### config.mk
export PLATFORM = sky130hd
export DESIGN_NAME = tdc_thermo_gen
export DESIGN_NICKNAME = d
export VERILOG_FILES = /design/src/rtl/tdc_pkg.sv /design/src/rtl/thermo_fifo.sv /design/src/rtl/tdc_thermo_gen.sv
export SDC_FILE = /design/constraint.sdc
export NUM_CORES = 1
export LEC_CHECK = 0
export CORE_ASPECT_RATIO = 0.75
export CORE_MARGIN = 2
export CORE_UTILIZATION = 48
export DETAILED_ROUTE_END_ITERATION = 16
export PLACE_DENSITY = 0.76
export SYNTH_ARGS = -nofsm -noshare
export SYNTH_HDL_FRONTEND = slang
export SYNTH_HIERARCHICAL = 1
export SYNTH_SLANG_ARGS = --single-unit
export TNS_END_PERCENT = 5
### constraint.sdc
create_clock -name clk -period 7.95 [get_ports clk]
set_clock_uncertainty 0.2 [all_clocks]
set_input_delay 2.385 -clock clk [delete_from_list [all_inputs] [get_ports clk]]
set_output_delay 2.385 -clock clk [all_outputs]
set_load 0.03 [all_outputs]
### src/rtl/tdc_pkg.sv
// tdc_pkg: shared TDC fine-time constants and thermometer generator state encoding
package tdc_pkg;
    localparam int N_TAPS     = 200;
    localparam int BIN_W      = 8;
    localparam int FIFO_DEPTH = 4;
    typedef enum logic [1:0] {ST_STREAM, ST_DRAIN, ST_SWEEP} state_t;
endpackage

### src/rtl/thermo_fifo.sv
// thermo_fifo: synchronous FIFO holding tap codes plus bubble flags
module thermo_fifo #(
    parameter int W     = 9,
    parameter int DEPTH = 4
) (
    input  logic         clk,
    input  logic         rst,
    input  logic         push,
    input  logic         pop,
    input  logic [W-1:0] wr_data,
    output logic [W-1:0] rd_data,
    output logic         full,
    output logic         empty
);
    localparam int AW = $clog2(DEPTH);
    logic [W-1:0]  mem_q [DEPTH];
    logic [AW-1:0] wr_ptr_q, wr_ptr_d, rd_ptr_q, rd_ptr_d;
    logic [AW:0]   cnt_q, cnt_d;
    logic          do_push, do_pop;
    assign full    = cnt_q == (AW+1)'(DEPTH);
    assign empty   = cnt_q == '0;
    assign rd_data = mem_q[rd_ptr_q];
    always_comb begin
        do_push  = push && !full;
        do_pop   = pop && !empty;
        wr_ptr_d = wr_ptr_q + AW'(do_push);
        rd_ptr_d = rd_ptr_q + AW'(do_pop);
        cnt_d    = cnt_q + (AW+1)'(do_push) - (AW+1)'(do_pop);
    end
    always_ff @(posedge clk or posedge rst) begin
        if (rst) begin
            wr_ptr_q <= '0;
            rd_ptr_q <= '0;
            cnt_q    <= '0;
        end else begin
            wr_ptr_q <= wr_ptr_d;
            rd_ptr_q <= rd_ptr_d;
            cnt_q    <= cnt_d;
        end
    end
    // storage needs no reset; the pointers alone define what is valid
    always_ff @(posedge clk) begin
        if (do_push) mem_q[wr_ptr_q] <= wr_data;
    end
endmodule

### src/rtl/tdc_thermo_gen.sv
// tdc_thermo_gen: binary tap count to delay-line thermometer word generator with full-range sweep
module tdc_thermo_gen
    import tdc_pkg::*;
#(
    parameter int N_TAPS     = tdc_pkg::N_TAPS,
    parameter int BIN_W      = tdc_pkg::BIN_W,
    parameter int FIFO_DEPTH = tdc_pkg::FIFO_DEPTH
) (
    input  logic              clk,
    input  logic              rst,
    input  logic              in_valid,
    output logic              in_ready,
    input  logic [BIN_W-1:0]  in_bin,
    input  logic              in_bubble,
    input  logic              sweep_start,
    output logic              out_valid,
    input  logic              out_ready,
    output logic [N_TAPS-1:0] thermo_out,
    output logic              out_sat,
    output logic              sweep_busy,
    output logic              sweep_done
);
    localparam logic [BIN_W-1:0] CODE_MAX = BIN_W'(N_TAPS);
    state_t            state_q, state_d;
    logic              run_q, run_d;
    logic              out_valid_q, out_valid_d, sat_q, sat_d, done_q, done_d;
    logic [N_TAPS-1:0] thermo_q, thermo_d;
    logic [BIN_W-1:0]  cnt_q, cnt_d, raw, code;
    logic [BIN_W:0]    fifo_rd;
    logic              fifo_full, fifo_empty, accept, out_free, out_fire;
    logic              load_fifo, load_sweep, load, sat, bub, done;
    // run_q keeps in_ready low until the first clock after reset release
    assign in_ready   = run_q && state_q == ST_STREAM && !fifo_full;
    assign accept     = in_valid && in_ready;
    assign out_valid  = out_valid_q;
    assign thermo_out = thermo_q;
    assign out_sat    = sat_q;
    assign sweep_busy = state_q != ST_STREAM;
    assign sweep_done = done_q;
    thermo_fifo #(.W(BIN_W + 1), .DEPTH(FIFO_DEPTH)) u_fifo (
        .clk     (clk),
        .rst     (rst),
        .push    (accept),
        .pop     (load_fifo),
        .wr_data ({in_bubble, in_bin}),
        .rd_data (fifo_rd),
        .full    (fifo_full),
        .empty   (fifo_empty)
    );
    always_comb begin
        out_fire    = out_valid_q && out_ready;
        out_free    = !out_valid_q || out_ready;
        load_fifo   = state_q != ST_SWEEP && !fifo_empty && out_free;
        load_sweep  = state_q == ST_SWEEP && out_free && cnt_q <= CODE_MAX;
        load        = load_fifo || load_sweep;
        raw         = load_sweep ? cnt_q : fifo_rd[BIN_W-1:0];
        sat         = raw > CODE_MAX;
        code        = sat ? CODE_MAX : raw;
        bub         = load_fifo && fifo_rd[BIN_W] && code >= BIN_W'(3);
        for (int k = 0; k < N_TAPS; k++)
            thermo_d[k] = load ? (k < int'(code) && !(bub && k == int'(code) - 2)) : thermo_q[k];
        sat_d       = load ? sat : sat_q;
        out_valid_d = load || (out_valid_q && !out_ready);
        // cnt_q is one past the last issued code, so N_TAPS+1 means the final word is out
        done        = state_q == ST_SWEEP && out_fire && cnt_q == BIN_W'(N_TAPS + 1);
        done_d      = done;
        cnt_d       = state_q == ST_SWEEP ? cnt_q + BIN_W'(load_sweep) : '0;
        run_d       = 1'b1;
        state_d     = state_q == ST_STREAM ?
                          (sweep_start ? ((!fifo_empty || out_valid_q || accept) ? ST_DRAIN : ST_SWEEP) : ST_STREAM) :
                      state_q == ST_DRAIN ? ((fifo_empty && out_free) ? ST_SWEEP : ST_DRAIN) :
                      (done ? ST_STREAM : ST_SWEEP);
    end
    always_ff @(posedge clk or posedge rst) begin
        if (rst) begin
            state_q     <= ST_STREAM;
            run_q       <= 1'b0;
            out_valid_q <= 1'b0;
            thermo_q    <= '0;
            sat_q       <= 1'b0;
            done_q      <= 1'b0;
            cnt_q       <= '0;
        end else begin
            state_q     <= state_d;
            run_q       <= run_d;
            out_valid_q <= out_valid_d;
            thermo_q    <= thermo_d;
            sat_q       <= sat_d;
            done_q      <= done_d;
            cnt_q       <= cnt_d;
        end
    end
endmodule
# == Word-level counts from Yosys, hierarchy flattened ==
# Memory sizes are Yosys's and may differ from the RTL's.
# Cells that the tools add are included.
# classes
addsub,6
magnitude_cmp,203
eq_ne,204
n_mux,11
n_reduce_logical,629
# op_table
op,n
$eq 9x9->1 const A,72
$eq 8x9->1 const A,64
$lt 8x8->1 const A,72
$lt 7x8->1 const A,64
$logic_and 1x1->1,416
$eq 7x9->1 const A,32
$lt 6x8->1 const A,32
$logic_not 1->1,204
$eq 6x9->1 const A,16
$lt 5x8->1 const A,16
$eq 5x9->1 const A,8
$lt 4x8->1 const A,8
$eq 4x9->1 const A,4
$logic_not 32->1,1
$lt 3x8->1 const A,4
$mux 8,3
$eq 3x9->1 const A,2
$lt 1x8->1 const A,2
$lt 2x8->1 const A,2
$mux 2,6
$eq 2x9->1 const A,1
$sub 8x2->9 const B,1
$add 8x1->8,1
$eq 8x8->1 const B,1
other kinds (15),21
# totals
register_bits,221
mem_bits_rw,36
in_bits,14
output_inout_bits,205
wordCells,1064
mem_count,1
# mem_list
memory,words,width,rd,rd_clocked_by_memory_dff,write_ports,line,rtl
u_fifo.mem_q,4,9,1,0,1,thermo_fifo.sv:16,logic [W-1:0] mem_q [DEPTH];

# == Depth between registers and ports, before layout ==
# Gate-level depths: netlist of the first run.
# depth
word_depth,12
ltp_mapped,19
ltp_nobuf,15

# == Cells and area by module ==
# Netlist of the first run, hierarchy kept.
# modules_own_cells
mod,instances,cells_each,area_per_inst_um2,seq_area_each_um2
tdc_thermo_gen,1,1091,10988.0,5355.1
thermo_fifo,1,81,1706.6,1256.2

# == Worst setup path after synthesis of the first run ==
# OpenSTA, ideal clock, no wires.
# synth_path
kind,input-to-reg
start,input out_ready
end,register thermo_q[51] (netlist: thermo_out[51])
setup_ps,118
arrival_ps,5841
t_required_ps,7632
slack_ps,1791
stages,17
path_buffers,4
path_cell_list,nor2b_1 > buf_2 > o41ai_1 > a21boi_1 > o31ai_2 > nand2_1 > ha_1 > clkbuf_1 > nand2b_1 > o22ai_1 > o21ai_1 > or4_1 > buf_2 > a211oi_4 > buf_6 > a221oi_1 > a21o_1
# synth_via
elab_chain_len,11
word_cells_on_any_way,17
cone_classes,1 x add/sub; 3 x order compare; 1 x eq/ne; 2 x mux; 10 x reduce/logical
# synth_lines
item,line,rtl
start: declaration,tdc_thermo_gen.sv:17,"input logic out_ready,"
$logic_or 1x1->1 *,tdc_thermo_gen.sv:52,out_free = !out_valid_q || out_ready;
$logic_and 1x1->1 (2 in a row),tdc_thermo_gen.sv:54,load_sweep = state_q == ST_SWEEP && out_free && cnt_q <= CODE_MAX;
$mux 8,tdc_thermo_gen.sv:56,raw = load_sweep ? cnt_q : fifo_rd[BIN_W-1:0];
$gt 8x8->1,tdc_thermo_gen.sv:57,sat = raw > CODE_MAX;
$mux 8,tdc_thermo_gen.sv:58,code = sat ? CODE_MAX : raw;
$sub 8x2->9 or $ge 8x2->1 (tied branches),"tdc_thermo_gen.sv:61, tdc_thermo_gen.sv:59",
$eq 7x9->1 or $logic_and 1x1->1 (tied branches),"tdc_thermo_gen.sv:61, tdc_thermo_gen.sv:59",
$logic_and 1x1->1,tdc_thermo_gen.sv:61,thermo_d[k] = load ? (k < int'(code) && !(bub && k == int'(code) - 2)) : thermo_q[k];
$logic_not 1->1,tdc_thermo_gen.sv:61,
$logic_and 1x1->1,tdc_thermo_gen.sv:61,
end signal: assignment,tdc_thermo_gen.sv:87,thermo_q <= thermo_d;
end: declaration,tdc_thermo_gen.sv:27,"logic [N_TAPS-1:0] thermo_q, thermo_d;"
# Mark *: on every way between the ends. The rest lies on a longest branch, timed or not.
# A chain may end at the register's enable or synchronous reset.

# == Worst setup path after layout of the first run ==
# layout_path
start,input out_ready
end,register thermo_q[30] (netlist: thermo_out[30])
# layout_via
elab_chain_len,11
word_cells_on_any_way,17
cone_classes,1 x add/sub; 3 x order compare; 1 x eq/ne; 2 x mux; 10 x reduce/logical
# layout_lines
item,line
$logic_or 1x1->1 *,tdc_thermo_gen.sv:52
$logic_and 1x1->1 (2 in a row),tdc_thermo_gen.sv:54
$mux 8,tdc_thermo_gen.sv:56
$gt 8x8->1,tdc_thermo_gen.sv:57
$mux 8,tdc_thermo_gen.sv:58
$sub 8x2->9 or $ge 8x2->1 (tied branches),"tdc_thermo_gen.sv:61, tdc_thermo_gen.sv:59"
$eq 6x9->1 or $logic_and 1x1->1 (tied branches),"tdc_thermo_gen.sv:61, tdc_thermo_gen.sv:59"
$logic_and 1x1->1,tdc_thermo_gen.sv:61
$logic_not 1->1,tdc_thermo_gen.sv:61
$logic_and 1x1->1,tdc_thermo_gen.sv:61
# Marks and branches as above.

==> metrics.md, run 1 <==
| Metric | Value |
|---|---|
| Clock latency on the worst-skew pair | `about 0.54 ns` |
| Syn avg cell area | `10.8 um2` |
| Reg-to-Reg End | `thermo_out[172]` |
| Die width | `between 150 and 200 um` |
| # hold bufs at CTS | `0` |
| Tot GR Track Use | `0.331` |
| Layout net count | `1399` |
| Drc violations | `0` |
| Slew at the pin closest to its max-slew limit | `between 1 and 1.5 ns` |
| Grt met3 use | `0.0921` |
| Syn Nets | `1193` |
| Status | `finished clean` |
| Number of port buffers | `218` |
| Num CTS Buffers | `26` |
| Congestion Overflow GR | `0` |
| H-tree lvl count | `1` |
| Crit-path max FO | `10` |
| Full die area | `27800 um2` |
| DP Area | `15300 um2` |
| Vias in the first global route | `11.0k` |
| R2R depth | `15` |
| Endpoints failing setup | `0` |
| Drt first-iter violations | `1751` |
| Root Buffer | `clkbuf_16` |
| Commonest cells in the netlist | `221 x dfrtp_1, 102 x nand2_1, 74 x a22oi_1` |
| Yosys warns | `6` |
| Crit end category | `flop` |
| Routed wire length | `46300 um` |
| Layout Area Growth over Synthesis | `27.4%` |
| TritonRoute pass-1 iters | `5` |
| Post-synthesis sequential area ratio | `0.521` |
| Io pins | `219` |
| Clock buffer depth | `3` |
| Max_slew headroom | `0.222` |
| Hold_sp | `thermo_out[99]` |
| Initial antenna violation count | `0` |
| Die Height | `145 um` |
| Cell family with most CP delay | `compound AO/OA/AOI/OAI gates` |
| Synth Flop Type | `dfrtp_1` |
| Vias | `around 12k` |
| CTS tree | `built` |
| RR Startpoint | `u_fifo/rd_ptr_q[0]` |
| Busiest grt layer | `met1` |
| Finished Cell Area | `between 15000 and 20000 um2` |
| Core Box Area | `26000 um2` |
| # diodes | `0` |
| Pin count of the biggest net entering global routing | `100` |
| Fraction of layout cells with a size suffix above 1 | `0.119` |
| Critical Path Source Type | `input port` |
| Worst path cell trace | `clkdlybuf4s50_1 -> nor2b_1 -> nor2_1 -> a21boi_1 -> o31ai_2 -> nand2_1 -> ha_1 -> nand2b_1 -> o22ai_1 -> o21ai_1 -> or4_1 -> a211oi_2 -> buf_4 -> a22oi_1` |
| Post-synth ARST share | `0.860` |
| Cell Area, Synth | `12700 um2` |
| Arr. time, crit path | `7.05 ns` |
| Hold path endpoint | `thermo_out[99]` |
| Hold crit path type | `flop to flop` |
| Clk slew on worst S/H paths | `0.06 ns` |
| Post-synth top area share | `0.436` |
| Worst Hold Path Cells | `1` |
| Sink Count | `257` |
| # resized after CTS | `0` |
| # fillers | `2126` |
| Most repeated cell in the gate-level netlist after synthesis | `dfrtp_1` |
| Total setup buffers inserted after CTS | `0` |
| Post-DP HPWL | `approximately 32000 um` |
| WP buf/inv | `2` |
| CP required | `8.14 ns` |
| Ranking of synthesized cells by area | `dfrtp_1 44%, edfxtp_1 8.5%, a22o_1 5.0%` |
| Setup CP Type | `input port to flop` |
| Met1 GRT Util | `0.495` |
| Flop and latch count out of synthesis | `between 200 and 300` |
| Routability cong. | `around 0.94` |
| Mean routed wirelength per cell | `between 20 and 30 um` |
| Fin crit share | `0.863` |
| Vias per inst | `between 6 and 7` |
| Met2 Track Usage GR | `0.465` |
| Unique masters post-synth | `88` |
| Fin Setup TNS | `0 ns` |
| Util after Layout | `0.623` |
| Largest area contributor in the netlist | `dfrtp_1` |
| Rows | `51` |
| Max-slew violations | `0` |
| Post-synth EDFFs | `36` |
| Final Hold Fails | `0` |
| Antenna violation net count after detailed routing | `0` |
| Max incr delay on CP | `around 0.7 ns` |
| FMAX | `0.146 GHz` |
| RSZ-0062 raised after global routing | `no` |
| Crit path max-delay cell type | `a211oi_2` |
| First-pass GRT wire length | `68600 um` |
| Min Tclk post-route | `6.86 ns` |
| Syn Inst Count | `1172` |
| Reg2Reg Setup Slack | `2.58 ns` |
| Max-cap violations | `0` |
| Starting Density | `0.489` |
per-stage QoR:
step	hold WS, ns	worst slack [ns]	cells
global route	0.291	0.853	1742
floorplan	0.260	1.79	1172
CTS	0.283	1.21	1742
finish	0.280	1.09	1742
global placement	0.260	0.798	1694
detailed placement	0.267	0.691	1694
cell families after synthesis:
group	after synthesis	synth area share
fa+ha+maj	7	0.00749
buf+inv	111	0.0390
other cells	1	0.000295
xor+xnor	17	0.0138
flops	257	0.521
mux	16	0.0219
simple gates	290	0.118
compound gates	473	0.279
worst max path at each step:
stage | from | endpoint | cells after the start
floorplan | out_ready | thermo_out[51] | 17
global placement | out_ready | thermo_out[30] | 14
detailed placement | out_ready | thermo_out[93] | 15
CTS | out_ready | thermo_out[30] | 14
global route | out_ready | thermo_out[160] | 15
finish | out_ready | thermo_out[30] | 14
flip-flops by register name, indices dropped and copies added (netlist names), 2 cells and up:
signal	cells
cnt_q	8
u_fifo/mem_q	36
thermo_out	200
u_fifo/rd_ptr_q	2
u_fifo/wr_ptr_q	2
u_fifo/cnt_q	3
state_q	2
layout make-up:
type                            instances  area, um2  area share
Tap cell                              344        430      0.0266
Timing Repair Buffer                  280       2650       0.164
Sequential cell                       257       6610       0.409
Inverter                                9       37.5     0.00232
Multi-Input combinational cell        804       5610       0.347
Clock inverter                          7       37.5     0.00232
Clock buffer                           41        798      0.0494
layer usage:
metal / up-vias / share of wire
li1: 4898 / -
met1: 5781 / 0.42
met2: 837 / 0.41
met3: 116 / 0.13
met4: 0 / 0.033
met5: - / 0
cells in the final DEF, fill, tap and decap left out, drive strengths merged, types with 4 or more instances in the layout:
master         synthesis  layout
a211o                  5       5
a211oi                13      13
a21boi                 4       4
a21o                  57      57
a21oi                 64      64
a221oi                52      52
a22o                  73      73
a22oi                 74      74
a31oi                  9       9
a32o                   7       7
and2                  11      11
and3                   6       6
buf                   44      62
clkbuf                58      41
clkdlybuf4s50          0     218
clkinv                 1       7
dfrtp                221     221
edfxtp                36      36
ha                     6       6
inv                    8       7
mux2                   4       4
mux4                   9       9
nand2                103     103
nand2b                 5       5
nand3                 37      37
nor2                  63      63
nor2b                  8       8
nor3                  16      16
nor3b                  7       7
nor4                   9       9
o211ai                 4       4
o21ai                 72      72
o22ai                 13      13
o311ai                 4       4
o31ai                  5       5
or2                    9       9
xnor2                 10      10
xor2                   7       7
worst reg2reg max path, delay by kind of cell, from the launching register on:
family	cells	cell delay, ns
DFF	1	0.75
xor gates and xnor gates	1	0.08
muxes	2	1.03
adders and majority gates	1	0.26
AOI/OAI and AO/OA	6	1.35
and+or+nand+nor	5	1.60
Power of run 1 is not shown: default switching activity piles up to over one toggle a cycle in this logic, so the estimate is an artifact.
==> inputs of run 2 (changes only) <==
--- a/config.mk
+++ b/config.mk
@@ -8,6 +8,7 @@
 export CORE_ASPECT_RATIO = 0.75
 export CORE_MARGIN = 2
 export CORE_UTILIZATION = 48
+export CTS_BUF_LIST = sky130_fd_sc_hd__clkbuf_8 sky130_fd_sc_hd__clkbuf_16
 export DETAILED_ROUTE_END_ITERATION = 16
 export PLACE_DENSITY = 0.76
 export SYNTH_ARGS = -nofsm -noshare
==> run 2 against run 1 <==
Net effect:
- design area is the same
- cell count is the same
- routed wire length grew 0.32%
- clock-buffer cell count shrank 7
- critical endpoint is now thermo_out[93]
- largest cell class unchanged
==> metrics.md, run 2 (synthesized netlist as in run 1, its figures left out) <==
| Metric | Value |
|---|---|
| # placed instances | `1694 (unchanged)` |
| TritonRoute pass-1 iters | `6 (+1)` |
| Core Box Area | `26000 um2 (unchanged)` |
| CTS tree | `built` |
| Pin count of the biggest net entering global routing | `100 (unchanged)` |
| Vias | `11.6k (-0.19%)` |
| # fillers | `2126 (unchanged)` |
| Vias in the first global route | `11.0k (unchanged)` |
| Routed wire length | `46400 um (+0.32%)` |
| Starting Density | `0.489 (unchanged)` |
| First-pass GRT wire length | `68600 um (unchanged)` |
| Setup CP Type | `input port to flop` |
| Number of port buffers | `218 (unchanged)` |
| # hold bufs at CTS | `0 (unchanged)` |
| FMAX | `0.146 GHz (+0.30%)` |
| Total setup buffers inserted after CTS | `0 (unchanged)` |
| Io pins | `219 (unchanged)` |
| Arr. time, crit path | `7.06 ns (about the same)` |
| Clock latency on the worst-skew pair | `0.54 ns (about the same)` |
| Clock buffer depth | `3 (unchanged)` |
| Crit end category | `flop` |
| Slew at the pin closest to its max-slew limit | `1.18 ns (+0.0153 ns)` |
| Final Hold Fails | `0 (unchanged)` |
| Die Height | `145 um (unchanged)` |
| Leading cell type in the layout, fill and taps excluded | `dfrtp_1` |
| Status | `finished clean` |
| Fin crit share | `0.860 (-0.00262)` |
| Commonest cells after routing, fill and taps aside | `221 x dfrtp_1, 218 x clkdlybuf4s50_1, 102 x nand2_1` |
| Drt first-iter violations | `1781 (+1.7%)` |
| Mean routed wirelength per cell | `26.7 um (+0.32%)` |
| Fraction of layout cells with a size suffix above 1 | `0.119 (unchanged)` |
| # resized after CTS | `0 (unchanged)` |
| Layout Area Growth over Synthesis | `27.4% (unchanged)` |
| Drc violations | `0 (unchanged)` |
| Final cell count without fillers | `1742 (unchanged)` |
| Routability cong. | `0.942 (unchanged)` |
| Fin Setup TNS | `0 ns (unchanged)` |
| Congestion Overflow GR | `0 (unchanged)` |
| Sink Count | `257 (unchanged)` |
| Full die area | `27800 um2 (unchanged)` |
| H-tree lvl count | `1 (unchanged)` |
| Vias per inst | `6.66 (-0.19%)` |
| Die width | `192 um (unchanged)` |
| Layout net count | `1399 (unchanged)` |
| Hold crit path type | `flop to flop` |
| Post-DP HPWL | `32400 um (unchanged)` |
| CP required | `8.17 ns (+0.03 ns)` |
| Largest register FFs | `200 (unchanged)` |
| Rows | `51 (unchanged)` |
| Antenna violation net count after detailed routing | `0 (unchanged)` |
| Max-slew violations | `0 (unchanged)` |
| Max-cap violations | `0 (unchanged)` |
| Endpoints failing setup | `0 (unchanged)` |
| Crit-path max FO | `17 (+7)` |
| Root Buffer | `clkbuf_16` |
| Min Tclk post-route | `6.84 ns (-0.0208 ns)` |
| Max_slew headroom | `0.211 (-0.0102)` |
| RSZ-0062 raised after global routing | `no` |
| Tot GR Track Use | `0.331 (unchanged)` |
| Num CTS Buffers | `26 (unchanged)` |
| Initial antenna violation count | `0 (unchanged)` |
| Critical Path Source Type | `input port` |
| # diodes | `0 (unchanged)` |
| Clk slew on worst S/H paths | `0.06 ns (about the same)` |
==> run 2: through the flow <==
| stage | cell area (um2) | setup slack [ns] | util | hold slack, ns |
|---|---|---|---|---|
| 2_1_floorplan | 12700 | 1.79 | - | 0.260 |
| 3_3_place_gp | 15300 | 0.798 | 0.590 | 0.260 |
| 3_5_place_dp | 15300 | 0.691 | 0.590 | 0.267 |
| 4_1_cts | 16200 | 1.21 | 0.623 | 0.283 |
| 5_1_grt | 16200 | 0.853 | 0.623 | 0.291 |
| 6_report | 16200 | 1.11 | 0.623 | 0.280 |
==> run 2: path summary, 6_finish.rpt <==
kind                                    start            endpoint  slack (ns)  cells after the start
min                            thermo_out[99]      thermo_out[99]        0.28                      1
max reg2reg                u_fifo/rd_ptr_q[0]      thermo_out[93]        2.56                     15
min in group asynchronous                 rst  u_fifo/rd_ptr_q[1]        1.96                      2
min reg2reg                    thermo_out[99]      thermo_out[99]        0.28                      1
max in group asynchronous                 rst     thermo_out[155]        3.96                      4
max                                 out_ready      thermo_out[93]        1.11                     15
==> run 2: worst max-delay path, cell delays in order <==
cell and delay [ns]:
clkdlybuf4s50_1 0.50, nor2b_1 0.14, a211oi_4 0.75, a21boi_1 0.33
o31ai_2 0.43, nand2_1 0.15, ha_1 0.26, buf_4 0.18
nor4b_1 0.30, nor3_1 0.12, or3_1 0.44, nor2_1 0.41
buf_4 0.29, a22oi_1 0.10, a22o_1 0.26
==> run 2: metal layers <==
| layer | wire length, um | track usage | up-vias | share of wire |
|---|---|---|---|---|
| met5 | 0 | 0 | - | 0 |
| met1 | 19700 | 0.495 | 5765 | 0.42 |
| li1 | - | - | 4899 | - |
| met3 | 6100 | 0.0921 | 112 | 0.13 |
| met4 | 1490 | 0.100 | 0 | 0.032 |
| met2 | 19200 | 0.465 | 834 | 0.41 |
==> run 2: final cells by class <==
type | count | area (um2) | share of cell area
Sequential cell | 257 | 6610 | 0.409
Timing Repair Buffer | 280 | 2650 | 0.164
Clock inverter | 14 | 63.8 | 0.00395
Clock buffer | 34 | 772 | 0.0477
Multi-Input combinational cell | 804 | 5610 | 0.347
Inverter | 9 | 37.5 | 0.00232
Tap cell | 344 | 430 | 0.0266
Power of run 2 is left out for the same reason.
